`src/rtl/seq_pattern_detector.sv`:
```
// Serial pattern detector: matches the last PAT_W accepted bits against a loadable
// pattern, with overlapping/non-overlapping modes and a saturating match counter.
module seq_pattern_detector #(
  parameter int PAT_W = 4,
  parameter int CNT_W = 8
) (
  input  logic             clk,
  input  logic             rst,
  input  logic             in,
  input  logic             in_valid,
  input  logic [PAT_W-1:0] pattern,
  input  logic             pat_load,
  input  logic             overlap,
  output logic             out,
  output logic [CNT_W-1:0] match_count,
  output logic             count_sat
);
  localparam int FW = $clog2(PAT_W + 1);
  localparam logic [FW-1:0]    FULL = FW'(PAT_W);
  localparam logic [CNT_W-1:0] CMAX = '1;

  logic [PAT_W-1:0] pat_q, pat_d, hist_q, hist_d, nh;
  logic [FW-1:0]    fill_q, fill_d, nf;
  logic [CNT_W-1:0] cnt_q, cnt_d;
  logic             out_q, out_d, sat_q, sat_d, match;

  assign nh    = {hist_q[PAT_W-2:0], in};
  assign nf    = (fill_q == FULL) ? FULL : fill_q + FW'(1);
  assign match = in_valid && (nh == pat_q) && (nf == FULL);

  always_comb begin
    pat_d  = pat_q;
    hist_d = hist_q;
    fill_d = fill_q;
    cnt_d  = cnt_q;
    sat_d  = sat_q;
    out_d  = 1'b0;
    if (pat_load) begin
      // restart: the same-cycle serial bit is dropped
      pat_d  = pattern;
      hist_d = '0;
      fill_d = '0;
      cnt_d  = '0;
      sat_d  = 1'b0;
    end else if (in_valid) begin
      hist_d = nh;
      out_d  = match;
      fill_d = (match && !overlap) ? '0 : nf;
      if (match && (cnt_q != CMAX)) begin
        cnt_d = cnt_q + CNT_W'(1);
        if (cnt_d == CMAX) sat_d = 1'b1;
      end
    end
  end

  always_ff @(posedge clk) begin
    if (rst) begin
      pat_q  <= '0;
      hist_q <= '0;
      fill_q <= '0;
      cnt_q  <= '0;
      sat_q  <= 1'b0;
      out_q  <= 1'b0;
    end else begin
      pat_q  <= pat_d;
      hist_q <= hist_d;
      fill_q <= fill_d;
      cnt_q  <= cnt_d;
      sat_q  <= sat_d;
      out_q  <= out_d;
    end
  end

  assign out         = out_q;
  assign match_count = cnt_q;
  assign count_sat   = sat_q;
endmodule

```
`config.mk`:
```
export PLATFORM = sky130hd
export DESIGN_NAME = seq_pattern_detector
export DESIGN_NICKNAME = d
export VERILOG_FILES = /design/src/rtl/seq_pattern_detector.sv
export SDC_FILE = /design/constraint.sdc
export NUM_CORES = 1
export LEC_CHECK = 0
export CAP_MARGIN = 20
export CORE_MARGIN = 2
export CORE_UTILIZATION = 45
export DETAILED_ROUTE_END_ITERATION = 12
export PLACE_DENSITY = 0.82
export SYNTH_ARGS = -nofsm -noshare
export SYNTH_HDL_FRONTEND = slang
export SYNTH_SLANG_ARGS = --single-unit
```
`constraint.sdc`:
```
create_clock -name clk -period 1.78 [get_ports clk]
set_input_delay 0.445 -clock clk [delete_from_list [all_inputs] [get_ports clk]]
set_output_delay 0.445 -clock clk [all_outputs]
set_load 0.01 [all_outputs]
```
==> results.md, run 1 <==
* Reg-to-Reg Start: fill_q[1]$_SDFFE_PP0P_
* Clock sinks at 20
* CTS tree: built
* Final period util at 99.5%
* Slew Viols, Final at 0
* Rows at 17
* N_diodes at 0
* Total of flip-flops plus latches after synthesis at 20
* Worst Hold Class: reg -> reg
* RR Endpoint: match_count[3]$_SDFFE_PP0P_
* Part of the power in the clock network at 27.2%
* GR met3 Demand/Resource at 3.74%
* Buf/Inv on CP at 1
* Worst setup path end: match_count[3]$_SDFFE_PP0P_
* Dpl hpwl at 1.61 mm
* Worst-path cell chain: inv_2 -> ha_4 -> nand2b_4 -> a21oi_4 -> nand4_1 -> or3_1 -> a21oi_1
* Area Overhead vs Synth at 39.9%
* Relative slew slack at 79.1%
* Psw at 175 uW
* Share of layout cells above drive strength 1 at 25.5%
* DRT Pass-1 Iters at 3
* Status: finished clean
* Top cells by area, synth: dfxtp_1, mux2i_1, xor2_1
* Leak at 0.000618 uW
* CP startpoint: fill_q[1]$_SDFFE_PP0P_
* R2R depth at 7
* Drt via density at 5.22
* Commonest non-fill, non-tap cell in the layout: dfxtp_1
* Clock latency at the later pin of the worst-skew pair at 290 ps
* Maximum number of pins on one net before global-route repair at 14
* Most frequent cells in the layout: dfxtp_1, buf_4, nor2_1, clkdlybuf4s50_1, mux2i_1
* Finished Layout Cells at 177
* First-pass GRT wire length at 3.46 mm
* Crit end category: flop
* Slowest cell on the critical path: or3_1
* Syn_area_per_cell at 8.89 um^2
* CTS HTree Levels at 1
* Pint at 586 uW
* Root Buffer Master: clkbuf_4
* Switch share at 23.0%
* Clock buffer depth at 2
* Setup TNS at 0 ps
* CP top delay family: simple AND/OR/NAND/NOR gates
* Critical path class: reg -> reg
* Max VDD drop at 0.442 mV
* Hold WS at 499 ps
* Tmin final at 1770 ps
* Sequential fraction of the synthesis area at 38.8%
* Mapped Area at 1030 um^2
* # port buffers at 19
* Syn Nets at 130
* Synth Warn # at 0
* Main synth FF type: dfxtp_1
* Die H at 51.9 um
* GRT Residual Overflow at 0
* Fmax at 565 MHz
* Combinational share of power at 12.2%
* DRT Wirelength at 2.28 mm
* GP Congestion at 0.883
* Wirelength per Cell at 12.9 um
* Starting DRC count in detailed routing at 8
* Slew at the pin closest to its max-slew limit at 312 ps
* Crit-path max FO at 7
* # fillers at 189
* Synth cell types at 31
* Vias in the first global route at 811
* Worst setup SP type: flop
* Reg clk slew, reported paths at 110 ps
* Gr busiest metal: met2
* Top Ports at 20
* Worst R2R Setup Slack at 9 ps
* Area of the die at 2690 um^2
* DIE WIDTH at 51.9 um
* Syn Inst Count at 116
* Hold Vio Cnt, Final at 0
* Initial Utilization at 47.1%
* DRC violations left at 0
* MaxCap Viol Count at 0
* Antenna-violating nets left at 0
* Finish-stage setup viols at 0
* Cell taking the most area after synthesis: dfxtp_1
* Via count at 924
* Inserted Clock Buffers at 3
* RSZ-0062 raised after global routing: true
* GRT Total Usage at 17.4%
* CORE AREA at 2190 um^2
* Layout Nets at 165
* GRT met1 Usage at 21.1%
* EDFF count, synth at 0
* Routing usage on met2 at 29.3%
* Asr flop ratio synth at 0%
* Worst clock skew at 6.20 ps
* CP peak stage delay at 440 ps
* CP arrival at 2000 ps
* CP required at 2010 ps
* Placed insts at 172
* Sequential power share at 60.6%
* Synth top area share at 38.8%
* Initial antenna violation count at 0
* WP depth at 7
* P per Cell Area at 528 nW/um^2
area by class of cell:
| class | instances | area, um^2 | share of cell area [%] |
|---|---|---|---|
| tap | 28 | 35.0 | 2.43 |
| inverter | 7 | 26.3 | 1.82 |
| timing repair buffer | 35 | 318 | 22.0 |
| sequential | 20 | 405 | 28.1 |
| multi-input combinational | 84 | 636 | 44.1 |
| clock buffer | 3 | 22.5 | 1.56 |
stage by stage:
| stage | util (%) | instance area (um^2) | power, uW | worst slack (ps) |
|---|---|---|---|---|
| 2_1_floorplan | - | 1040 | 513 | 4.85 |
| 3_3_place_gp | 61.0 | 1340 | 547 | -376 |
| 3_5_place_dp | 61.0 | 1340 | 550 | -484 |
| 4_1_cts | 64.1 | 1410 | 764 | 6.26 |
| 5_1_grt | 65.8 | 1440 | 795 | -65.2 |
| 6_report | 65.8 | 1440 | 762 | 9.18 |
layer usage:
| layer | routed length, um | share of wire (%) | vias up |
|---|---|---|---|
| met3 | 66 | 2.9 | 7 |
| li1 | - | - | 465 |
| met5 | 0 | 0 | - |
| met2 | 1180 | 52 | 17 |
| met1 | 979 | 43 | 435 |
| met4 | 55 | 2.4 | 0 |
state kept, by name, indices dropped and copies added (netlist names):
name / flops
count_sat: 1
pat_q: 4
match_count: 8
hist_q: 3
fill_q: 3
out: 1
power groups by stage:
stage                     Clock [uW]  Sequential (uW)  Combinational [uW]
after floorplan                    0              470                43.0
after global placement             0              471                76.4
after detailed placement           0              471                79.4
after CTS                        215              461                87.8
after global routing             232              462                 101
final                            207              461                93.1
what timing repair did:
item | 4_1_cts | 5_1_grt
endpoints found under the hold margin | 0 | 0
pin swaps | 7 | 9
setup buffers | 1 | 1
setup endpoints to repair | 9 | 10
hold buffers | 0 | 0
resized for setup | 12 | 12
cloned | 0 | 0
worst min-delay path, delay by kind of cell, from the launching register on:
family,cells,cell delay (ps)
flip-flops,1,340
AND/OR/NAND/NOR,1,80
AO/OA/AOI/OAI,1,60
logic make-up (layout without fill, tap and decap cells):
kind of cell	after synthesis	in the layout	share of synthesized area [%]
buffers and inverters	12	45	5.58
muxes	9	9	8.74
and+or+nand+nor	43	43	22.9
xor gates and xnor gates	8	8	6.80
AOI/OAI and AO/OA	20	20	12.3
DFF	20	20	38.8
adders and majority gates	4	4	4.85
synthesized netlist by cell type (2+ instances only):
cell type and number:
and2_1 2, xor2_1 7, nor3_1 2, a31oi_1 2, dfxtp_1 20, nand3_1 4
nand2b_1 2, mux2i_1 9, nor2_1 13, ha_1 4, clkbuf_1 2, nand4_1 3
o21ai_0 6, inv_1 7, or3_1 4, a21oi_1 9, nand2_1 6
worst min-delay path by stage:
stage	start	end	slack (ps)	cells after the start
floorplan	fill_q[1]$_SDFFE_PP0P_	fill_q[1]$_SDFFE_PP0P_	460	2
global placement	count_sat$_SDFFE_PP0P_	count_sat$_SDFFE_PP0P_	470	2
detailed placement	count_sat$_SDFFE_PP0P_	count_sat$_SDFFE_PP0P_	480	2
CTS	count_sat$_SDFFE_PP0P_	count_sat$_SDFFE_PP0P_	510	2
global route	count_sat$_SDFFE_PP0P_	count_sat$_SDFFE_PP0P_	520	2
finish	count_sat$_SDFFE_PP0P_	count_sat$_SDFFE_PP0P_	500	2
Power figures use the tool's default switching activity.
==> run 2: changes to the inputs <==
--- a/config.mk
+++ b/config.mk
@@ -9,7 +9,7 @@
 export CORE_MARGIN = 2
 export CORE_UTILIZATION = 45
 export DETAILED_ROUTE_END_ITERATION = 12
-export PLACE_DENSITY = 0.82
+export PLACE_DENSITY = 0.8
 export SYNTH_ARGS = -nofsm -noshare
 export SYNTH_HDL_FRONTEND = slang
 export SYNTH_SLANG_ARGS = --single-unit
==> results.md, run 2 (synthesis results as in run 1) <==
* Commonest non-fill, non-tap cell in the layout: buf_4
* Worst setup SP type: input pin
* CP startpoint: in_valid
* Area Overhead vs Synth at 44.7%
* Share of layout cells above drive strength 1 at 28.8% (+3.3 points)
* Initial antenna violation count at 0 (unchanged)
* Final period util at 103% (+3.3 points)
* GRT Total Usage at 19.0% (+1.6 points)
* CORE AREA at 2190 um^2 (unchanged)
* Dpl hpwl at 1.71 mm (+6.2%)
* Combinational share of power at 13.2% (+1.0 points)
* Clock latency at the later pin of the worst-skew pair at 290 ps (about the same)
* Power Total at 766 uW (+0.61%)
* Worst clock skew at 4.26 ps (-1.94 ps)
* Fin worst setup slack at -49.0 ps (-58.2 ps)
* CTS tree: built
* Most frequent cells in the layout: buf_4, dfxtp_1, clkdlybuf4s50_1, nor2_1, mux2i_1
* Clock buffer depth at 2 (unchanged)
* Crit end category: flop
* Fmax at 547 MHz (-3.2%)
* RR Endpoint: match_count[3]$_SDFFE_PP0P_
* P per Cell Area at 514 nW/um^2 (-2.7%)
* # port buffers at 19 (unchanged)
* Worst Hold Class: reg -> reg
* Relative slew slack at 76.8% (-2.4 points)
* Routing usage on met2 at 37.1% (+7.8 points)
* Leak at 0.000665 uW (+7.6%)
* Buf/Inv on CP at 2 (+1)
* Rows at 17 (unchanged)
* Post-CTS Hold Buffers at 0 (unchanged)
* Part of the power in the clock network at 26.7% (-0.5 points)
* GP Congestion at 0.855 (-3.1%)
* CTS HTree Levels at 1 (unchanged)
* Status: finished, violations left
* Finish-stage setup viols at 1 (+1)
* RSZ-0062 raised after global routing: true
* Maximum number of pins on one net before global-route repair at 14 (unchanged)
* Antenna-violating nets left at 0 (unchanged)
* Psw at 173 uW (-1.7%)
* Vias in the first global route at 898 (+11%)
* CP required at 2010 ps (about the same)
* WHS Path Cells at 2 (unchanged)
* Inserted Clock Buffers at 3 (unchanged)
* DRT Pass-1 Iters at 4 (+1)
* Reg clk slew, reported paths at 110 ps (about the same)
* R2R depth at 8 (+1)
* DRC violations left at 0 (unchanged)
* Wirelength per Cell at 12.6 um (-2.6%)
* Post-route cell area at 1490 um^2 (+3.4%)
* CP peak stage delay at 470 ps (+30 ps)
* Layout Nets at 172 (+4.2%)
* Max VDD drop at 0.393 mV (-11%)
* Slew at the pin closest to its max-slew limit at 347 ps (+35.2 ps)
* Worst-path cell chain: clkdlybuf4s50_1 -> o21ai_1 -> a31oi_1 -> nand4_1 -> buf_4 -> or3_4 -> a21oi_2
* Gr busiest metal: met2
* Area of the die at 2690 um^2 (unchanged)
* Slew Viols, Final at 0 (unchanged)
* MaxCap Viol Count at 0 (unchanged)
* Largest register FFs at 8 (unchanged)
* GRT met1 Usage at 21.4% (+0.30 points)
* Area of placed instances at 1350 um^2 (+1.1%)
* Worst R2R Setup Slack at -30 ps (-40 ps)
* Hold Vio Cnt, Final at 0 (unchanged)
* Drt via density at 5.18 (-0.68%)
* Tmin final at 1830 ps (+58.2 ps)
* CP top delay family: buffers and inverters
* Crit-path max FO at 5 (-2)
* GR met3 Demand/Resource at 1.72% (-2.0 points)
* DIE WIDTH at 51.9 um (unchanged)
* Sequential power share at 60.2% (-0.4 points)
* Slowest cell on the critical path: clkdlybuf4s50_1
* Switch share at 22.5% (-0.52 points)
* Hold path startpoint: count_sat$_SDFFE_PP0P_
* N_diodes at 0 (unchanged)
* Starting DRC count in detailed routing at 13 (+5)
* Failing checks: negative setup slack
* Top Ports at 20 (unchanged)
* Pint at 594 uW (+1.3%)
* DRT Wirelength at 2.31 mm (+1.3%)
* Reg-to-Reg Start: fill_q[1]$_SDFFE_PP0P_
* Hold endpoint: count_sat$_SDFFE_PP0P_
* Initial Utilization at 47.1% (unchanged)
* Critical path class: in -> reg
* Clock sinks at 20 (unchanged)
* Via count at 954 (+3.2%)
* GRT Residual Overflow at 0 (unchanged)
* Setup TNS at -49.0 ps (-49.0 ps)
* Root Buffer Master: clkbuf_4
* Die H at 51.9 um (unchanged)
* First-pass GRT wire length at 3.83 mm (+11%)
* CP arrival at 2060 ps (+60 ps)
-- run 2: cell count changes in the layout (fill, tap and decap cells not counted), moves of 2 or more --
| cell | delta |
|---|---|
| o21ai_0 | +3 |
| buf_4 | +5 |
| o21ai_1 | -2 |
| dlygate4sd2_1 | -2 |
-- run 2: repair_timing --
action	in CTS	in global routing
cloned	1	0
buffers inserted	4	2
pin swaps	8	5
gates resized for setup	6	15
setup endpoints to repair	8	12
-- run 2: worst max-delay path by stage --
stage / cells past startpoint / end / slack (ps)
6_report: 7 / match_count[3]$_SDFFE_PP0P_ / -50
5_1_grt: 8 / match_count[3]$_SDFFE_PP0P_ / -70
4_1_cts: 2 / match_count[0] / 2
3_5_place_dp: 6 / match_count[3]$_SDFFE_PP0P_ / -470
3_3_place_gp: 6 / match_count[3]$_SDFFE_PP0P_ / -380
2_1_floorplan: 5 / count_sat$_SDFFE_PP0P_ / 5
-- run 2: layout make-up --
cell class,instances,area [um^2]
flip-flops and latches,20,407
multi-input cells,84,624
clock buffers,3,22.5
repair buffers,42,377
well taps,28,35.0
inverters,7,26.3
fillers,179,699
-- run 2: power groups by stage --
| stage | Sequential, uW | Combinational, uW | Clock [uW] |
|---|---|---|---|
| floorplan | 470 | 43.0 | 0 |
| global placement | 471 | 79.7 | 0 |
| detailed placement | 471 | 83.4 | 0 |
| CTS | 461 | 93.9 | 207 |
| global route | 462 | 110 | 232 |
| finish | 461 | 101 | 204 |
-- run 2: stage by stage --
step	worst slack, ps	utilization [%]	hold slack [ps]	cells
6_report	-49.0	68.1	507	184
4_1_cts	2.47	65.7	516	182
5_1_grt	-74.9	68.1	545	184
3_5_place_dp	-471	61.7	491	174
3_3_place_gp	-377	61.7	473	174
2_1_floorplan	4.85	-	462	116
-- run 2: routing by layer --
layer,vias up,wire (um),part of all wire (%)
li1,481,-,-
met1,449,954,41
met2,22,1230,53
met3,2,108,4.7
met4,0,12,0.52
met5,-,0,0
-- run 2: tightest hold or removal path: cells and delay by family (launching register included) --
family	cells	cell delay, ps
flops	1	340
simple gates	1	80
compound gates	1	60
